File: config.mk
export PLATFORM = sky130hd
export DESIGN_NAME = butterfly_pipe
export DESIGN_NICKNAME = d
export VERILOG_FILES = /design/src/rtl/fft_pkg.sv /design/src/rtl/cmul_round.sv /design/src/rtl/butterfly_pipe.sv
export SDC_FILE = /design/constraint.sdc
export NUM_CORES = 2
export LEC_CHECK = 0
export CAP_MARGIN = 15
export CORE_MARGIN = 2
export CORE_UTILIZATION = 50
export CTS_CLUSTER_SIZE = 24
export DETAILED_ROUTE_END_ITERATION = 7
export GPL_TIMING_DRIVEN = 0
export PLACE_DENSITY = 0.68
export SLEW_MARGIN = 20
export SYNTH_ARGS = -nofsm -noshare
export SYNTH_HDL_FRONTEND = slang
export SYNTH_SLANG_ARGS = --single-unit
File: constraint.sdc
create_clock -name clk_i -period 13.5 [get_ports clk_i]
set_input_delay 2.7 -clock clk_i [delete_from_list [all_inputs] [get_ports clk_i]]
set_output_delay 2.7 -clock clk_i [all_outputs]
set_load 0.01 [all_outputs]
File: src/rtl/fft_pkg.sv
// Shared FFT datapath definitions: default widths, butterfly mode encoding and
// the round-half-up constant used after fixed-point multiplies.
package fft_pkg;

  localparam int unsigned DEF_DATA_WIDTH = 21;
  localparam int unsigned DEF_FRAC_BITS  = 15;
  localparam int unsigned DEF_TW_WIDTH   = 16;

  typedef enum logic {
    MODE_DIT = 1'b0,
    MODE_DIF = 1'b1
  } mode_e;

  // Half an LSB of the result once a Q1.(tw_width-1) product is shifted down.
  function automatic longint round_const(input int unsigned tw_width);
    return longint'(1) <<< (tw_width - 2);
  endfunction

endpackage

File: src/rtl/cmul_round.sv
// Combinational complex multiply x*w with a Q1.(TW_WIDTH-1) twiddle, rounded
// half-up back to the data scale.
module cmul_round
  import fft_pkg::*;
#(
  parameter int unsigned DATA_WIDTH_IN = 22,
  parameter int unsigned TW_WIDTH      = 16
) (
  input  logic signed [DATA_WIDTH_IN-1:0] x_re,
  input  logic signed [DATA_WIDTH_IN-1:0] x_im,
  input  logic signed [TW_WIDTH-1:0]      w_re,
  input  logic signed [TW_WIDTH-1:0]      w_im,
  output logic signed [DATA_WIDTH_IN+1:0] y_re,
  output logic signed [DATA_WIDTH_IN+1:0] y_im
);

  localparam int unsigned PW = DATA_WIDTH_IN + TW_WIDTH + 1;
  localparam logic signed [PW-1:0] RND = PW'(round_const(TW_WIDTH));

  logic signed [PW-1:0] xr, xi, wr, wi, sum_re, sum_im;

  always_comb begin
    xr     = PW'(x_re);
    xi     = PW'(x_im);
    wr     = PW'(w_re);
    wi     = PW'(w_im);
    sum_re = xr * wr - xi * wi + RND;
    sum_im = xi * wr + xr * wi + RND;
  end

  assign y_re = (DATA_WIDTH_IN + 2)'(sum_re >>> (TW_WIDTH - 1));
  assign y_im = (DATA_WIDTH_IN + 2)'(sum_im >>> (TW_WIDTH - 1));

endmodule

File: src/rtl/butterfly_pipe.sv
// Three-stage pipelined radix-2 butterfly (DIT/DIF per transaction) with
// optional halving, saturation, sticky overflow and valid/ready flow control.
module butterfly_pipe
  import fft_pkg::*;
#(
  parameter int unsigned DATA_WIDTH = DEF_DATA_WIDTH,
  parameter int unsigned FRAC_BITS  = DEF_FRAC_BITS,
  parameter int unsigned TW_WIDTH   = DEF_TW_WIDTH,
  parameter int unsigned LATENCY    = 3
) (
  input  logic                  clk_i,
  input  logic                  rst_ni,
  input  logic                  in_valid_i,
  output logic                  in_ready_o,
  input  logic                  mode_i,
  input  logic                  scale_i,
  input  logic [TW_WIDTH-1:0]   twid_re_i,
  input  logic [TW_WIDTH-1:0]   twid_im_i,
  input  logic [DATA_WIDTH-1:0] a_re_i,
  input  logic [DATA_WIDTH-1:0] a_im_i,
  input  logic [DATA_WIDTH-1:0] b_re_i,
  input  logic [DATA_WIDTH-1:0] b_im_i,
  output logic                  out_valid_o,
  input  logic                  out_ready_i,
  output logic [DATA_WIDTH-1:0] a_re_o,
  output logic [DATA_WIDTH-1:0] a_im_o,
  output logic [DATA_WIDTH-1:0] b_re_o,
  output logic [DATA_WIDTH-1:0] b_im_o,
  output logic                  ovf_o,
  input  logic                  ovf_clr_i
);

  if (LATENCY != 3) begin : g_latency_check
    $error("butterfly_pipe: LATENCY must be 3");
  end
  if (FRAC_BITS >= DATA_WIDTH) begin : g_frac_check
    $error("butterfly_pipe: FRAC_BITS must be below DATA_WIDTH");
  end

  localparam int unsigned XW = DATA_WIDTH + 1;  // multiplier operand / A path
  localparam int unsigned RW = DATA_WIDTH + 3;  // rounded product
  localparam int unsigned SW = DATA_WIDTH + 4;  // final sum before clamp
  localparam logic signed [SW-1:0] SAT_MAX = SW'((longint'(1) <<< (DATA_WIDTH - 1)) - 1);
  localparam logic signed [SW-1:0] SAT_MIN = SW'(-(longint'(1) <<< (DATA_WIDTH - 1)));

  function automatic logic signed [SW-1:0] half(input logic signed [SW-1:0] x);
    return (x + SW'(1)) >>> 1;
  endfunction

  function automatic logic [DATA_WIDTH-1:0] sat(input logic signed [SW-1:0] x,
                                                output logic clamped);
    logic [DATA_WIDTH-1:0] r;
    clamped = 1'b1;
    if (x > SAT_MAX)      r = DATA_WIDTH'(SAT_MAX);
    else if (x < SAT_MIN) r = DATA_WIDTH'(SAT_MIN);
    else begin
      r       = DATA_WIDTH'(x);
      clamped = 1'b0;
    end
    return r;
  endfunction

  logic adv;
  assign adv        = ~(out_valid_o & ~out_ready_i);
  assign in_ready_o = adv;

  logic signed [DATA_WIDTH-1:0] a_re, a_im, b_re, b_im;
  logic signed [TW_WIDTH-1:0]   w_re, w_im;
  assign a_re = a_re_i;
  assign a_im = a_im_i;
  assign b_re = b_re_i;
  assign b_im = b_im_i;
  assign w_re = twid_re_i;
  assign w_im = twid_im_i;

  // The single multiplier sees B (DIT) or A-B (DIF); the other path carries A or A+B.
  logic signed [XW-1:0] x_re_d, x_im_d, p_re_d, p_im_d;
  always_comb begin
    if (mode_i == MODE_DIT) begin
      x_re_d = XW'(b_re);
      x_im_d = XW'(b_im);
      p_re_d = XW'(a_re);
      p_im_d = XW'(a_im);
    end else begin
      x_re_d = XW'(a_re) - XW'(b_re);
      x_im_d = XW'(a_im) - XW'(b_im);
      p_re_d = XW'(a_re) + XW'(b_re);
      p_im_d = XW'(a_im) + XW'(b_im);
    end
  end

  logic                 s1_valid, s1_scale;
  mode_e                s1_mode;
  logic signed [XW-1:0] s1_x_re, s1_x_im, s1_p_re, s1_p_im;
  logic signed [TW_WIDTH-1:0] s1_w_re, s1_w_im;

  logic signed [RW-1:0] r_re, r_im;

  cmul_round #(
    .DATA_WIDTH_IN (XW),
    .TW_WIDTH      (TW_WIDTH)
  ) u_cmul (
    .x_re (s1_x_re),
    .x_im (s1_x_im),
    .w_re (s1_w_re),
    .w_im (s1_w_im),
    .y_re (r_re),
    .y_im (r_im)
  );

  logic                 s2_valid, s2_scale;
  mode_e                s2_mode;
  logic signed [XW-1:0] s2_p_re, s2_p_im;
  logic signed [RW-1:0] s2_r_re, s2_r_im;

  logic signed [SW-1:0]  f_a_re, f_a_im, f_b_re, f_b_im;
  logic [DATA_WIDTH-1:0] n_a_re, n_a_im, n_b_re, n_b_im;
  logic [3:0]            clp;
  logic                  clamp_any;

  always_comb begin
    clp = '0;
    if (s2_mode == MODE_DIT) begin
      f_a_re = SW'(s2_p_re) + SW'(s2_r_re);
      f_a_im = SW'(s2_p_im) + SW'(s2_r_im);
      f_b_re = SW'(s2_p_re) - SW'(s2_r_re);
      f_b_im = SW'(s2_p_im) - SW'(s2_r_im);
    end else begin
      f_a_re = SW'(s2_p_re);
      f_a_im = SW'(s2_p_im);
      f_b_re = SW'(s2_r_re);
      f_b_im = SW'(s2_r_im);
    end
    if (s2_scale) begin
      f_a_re = half(f_a_re);
      f_a_im = half(f_a_im);
      f_b_re = half(f_b_re);
      f_b_im = half(f_b_im);
    end
    n_a_re    = sat(f_a_re, clp[0]);
    n_a_im    = sat(f_a_im, clp[1]);
    n_b_re    = sat(f_b_re, clp[2]);
    n_b_im    = sat(f_b_im, clp[3]);
    clamp_any = |clp;
  end

  always_ff @(posedge clk_i or negedge rst_ni) begin
    if (!rst_ni) begin
      s1_valid    <= 1'b0;
      s1_mode     <= MODE_DIT;
      s1_scale    <= 1'b0;
      s1_x_re     <= '0;
      s1_x_im     <= '0;
      s1_p_re     <= '0;
      s1_p_im     <= '0;
      s1_w_re     <= '0;
      s1_w_im     <= '0;
      s2_valid    <= 1'b0;
      s2_mode     <= MODE_DIT;
      s2_scale    <= 1'b0;
      s2_p_re     <= '0;
      s2_p_im     <= '0;
      s2_r_re     <= '0;
      s2_r_im     <= '0;
      out_valid_o <= 1'b0;
      a_re_o      <= '0;
      a_im_o      <= '0;
      b_re_o      <= '0;
      b_im_o      <= '0;
      ovf_o       <= 1'b0;
    end else begin
      if (adv) begin
        s1_valid    <= in_valid_i;
        s1_mode     <= mode_e'(mode_i);
        s1_scale    <= scale_i;
        s1_x_re     <= x_re_d;
        s1_x_im     <= x_im_d;
        s1_p_re     <= p_re_d;
        s1_p_im     <= p_im_d;
        s1_w_re     <= w_re;
        s1_w_im     <= w_im;
        s2_valid    <= s1_valid;
        s2_mode     <= s1_mode;
        s2_scale    <= s1_scale;
        s2_p_re     <= s1_p_re;
        s2_p_im     <= s1_p_im;
        s2_r_re     <= r_re;
        s2_r_im     <= r_im;
        out_valid_o <= s2_valid;
        a_re_o      <= n_a_re;
        a_im_o      <= n_a_im;
        b_re_o      <= n_b_re;
        b_im_o      <= n_b_im;
      end
      // A clamp landing on the output in the same cycle as a clear keeps the flag set.
      ovf_o <= (adv & s2_valid & clamp_any) | (ovf_o & ~ovf_clr_i);
    end
  end

endmodule

==> flow_summary.yaml <==
critical_path:
  worst-setup-path-type: "reg -> reg"
  reg2reg_slack_ns: 1.07
  worstSetupStartpointType: "flop"
  crit_fanout: 10
  slowest_stage: "clkbuf_1"
  arrival_ns: 12.93
  required_ns: 14.00
  critical_path.most_common_cell: "fa_1"
  max_stage_delay_ns: 1.02
  cp-end-kind: "flop"
routing:
  vias_per_cell: 6.02
  drt-pass1-iter-count: 6
  route.vias.total: 71400
  drtAntennaViolNets: 0
  wirelength_um: 345000
  post_drt_wl_per_cell_um: 29.1
  drc_errors: 0
  drt_iter0_drc: 8939
placement:
  numPlacedInstances: 11700
  port_buffers: 208
  dp_hpwl_um: 279000
  dpl_cell_area_um2: 84900
  gp_congestion: 1.04
timing:
  slew_headroom: 0.0593
  rsz0062_at_grt: "no"
  setup_viol: 0
  holdWs_ns: 0.472
  max_clock_freq_ghz: 0.0804
  worst_slew_pin_slew_ns: 1.40
  post-route-period-util: 0.921
  hold_violations: 0
  slew_viol_final: 0
  fin_crit_ns: 12.43
  skew_ns: 0.0516
clock_tree:
  tritoncts: "built"
  htree_levels: 2
  cts.path.max_buffers: 3
  clkTransAtPathRegs_ns: 0.08
  holdBufCountCts: 0
  cts_setup_buffers: 0
  clk-insertion-delay-late_ns: 0.70
  clkSinkCount: 304
  cts-root-buf: "clkbuf_16"
  cts_buffers: 46
  post_cts_resize_count: 0
flow_run:
  max-cap-violations: 0
run_status:
  status: "finished, final reports clean"
floorplanning:
  die_x_um: 404
  die_h_um: 404
  dieArea_um2: 163000
  ioPinCount: 210
  start_util: 0.504
  design.core.area_um2: 159000
  rows: 146
yosys:
  synthDistinctLibCells: 110
  ys_warn_count: 0
  ys_seq_elements: 304
  synth_area_um2: 80000
  avgSynthCellArea_um2: 8.48
  synth_edf_count: 0
  syn_nets: 11700
  async_reset_ff_frac: 1.00
  seq_area_frac_synth: 0.0951
  syn_inst: 9438
  synth-main-ff-cell: "dfrtp_1"
grt:
  grt_pass1_wl_um: 489000
  grt_pass1_vias: 68400
  grt_antenna_before_repair: 56
  grt_use_total: 0.422
  grt_max_degree: 85
  overflow: 0
final_layout:
  syn_to_final_growth_pct: 8.37
  regArea_um2: 7610
  multi_input_area_um2: 63800
  layout-drive-gt1-share: 0.0319
  fillers: 15100
  final_cells: 11800
  design_area_um2: 86700
  layout.nets: 11900
worst_hold_path:
  hold_path.class: "reg -> reg"
[kinds of logic (layout without fill, tap and decap cells)]
kind of cell | Yosys count | after routing | synth area share
AND/OR/NAND/NOR | 2976 | 2976 | 0.179
buffers and inverters | 2259 | 2561 | 0.107
adder cells (fa/ha/maj) | 2098 | 2098 | 0.459
AO/OA/AOI/OAI | 1440 | 1440 | 0.120
flip-flops | 304 | 304 | 0.0951
XOR/XNOR | 292 | 292 | 0.0320
multiplexers | 69 | 69 | 0.00887
other | 0 | 33 | 0
[metal layers]
metal	share of wire	GRT usage	up-vias
met5	0.0010	0.00624	-
met4	0.060	0.212	28
met3	0.14	0.162	649
met2	0.39	0.554	4308
met1	0.41	0.596	36100
li1	-	-	30300
[worst paths after layout]
path                             from           to  cells after the start
max                        s1_w_re[5]  s2_r_re[23]                     34
min                          s1_valid     s1_valid                      2
max reg2reg                s1_w_re[5]  s2_r_re[23]                     34
min reg2reg                  s1_valid     s1_valid                      2
max in group asynchronous      rst_ni   s1_w_im[6]                      5
min in group asynchronous      rst_ni   a_re_o[17]                      1
[stage by stage]
stage / setup TNS, ns / utilization / worst slack [ns]
after floorplan: 0 / - / 4.67
after global placement: -1554.14 / 0.534 / -5.22
after detailed placement: 0 / 0.536 / 1.34
after CTS: 0 / 0.546 / 1.30
after global routing: 0 / 0.546 / 0.974
final: 0 / 0.547 / 1.07
[registers in the layout, summed over array words and instances, names as in the netlist, 16 cells and up]
name,count
s2_r_im,24
s2_p_im,22
a_im_o,21
s1_p_im,22
s1_p_re,22
s2_r_re,24
s1_w_re,16
b_im_o,21
s2_p_re,22
b_re_o,21
s1_w_im,16
s1_x_im,22
s1_x_re,22
a_re_o,21
[synth_stat cells, types with 15 or more instances]
master	instances	area, µm²
inv_1	1759	6600
fa_1	1392	27900
nand2_1	1293	4850
ha_1	706	8830
and2_1	612	3830
clkbuf_1	429	1610
nor2_1	425	1600
a21oi_1	378	1890
o21ai_0	324	1620
dfrtp_1	304	7610
xnor2_1	211	1850
nor3_1	126	631
nand3_1	101	505
nand2b_1	92	576
a21o_1	86	646
xor2_1	81	709
nor2b_1	70	438
o21a_1	64	480
and3_1	63	394
o31ai_1	60	450
a31oi_1	58	363
mux2i_1	54	541
o211ai_1	54	405
o21bai_1	46	345
a211oi_1	41	308
or3_1	41	257
a211o_1	29	254
nand4_1	28	175
buf_1	26	97.6
buf_2	26	130
o22a_1	23	201
a21boi_0	21	158
or2_2	19	119
nor4_1	18	113
o31a_1	16	140
a2111oi_0	15	131
a221o_1	15	150
mux2_2	15	169
[critical path: cells and delay by family, from the launching register on]
kind                     cells  cell delay, ns
adder cells (fa/ha/maj)      9            3.89
buffers and inverters        6            2.13
AND/OR/NAND/NOR              5            1.67
AO/OA/AOI/OAI               12            3.76
XOR/XNOR                     2            0.44
flip-flops                   1            0.33
[cells in the final DEF, fill, tap and decap left out, types with 207 or more instances in the layout]
master and count:
o21ai_0 324, clkdlybuf4s50_1 207, fa_1 1392, dfrtp_1 304, nand2_1 1293, nor2_1 425, clkbuf_1 367, and2_1 612
inv_1 1759, ha_1 706, xnor2_1 211, a21oi_1 378
[cell type report]
cell class                      instances  area share
Timing Repair Buffer                  218      0.0263
Antenna cell                           33    0.000953
Sequential cell                       304      0.0878
Tap cell                             2072      0.0299
Multi-Input combinational cell       6875       0.737
Buffer                                492      0.0234
Clock buffer                           57      0.0144
Inverter                             1767      0.0765
Clock inverter                         27     0.00420
Power is left out: the tool's default activity adds up to more than one toggle a clock period on the data nets, which glitch-free logic cannot reach.
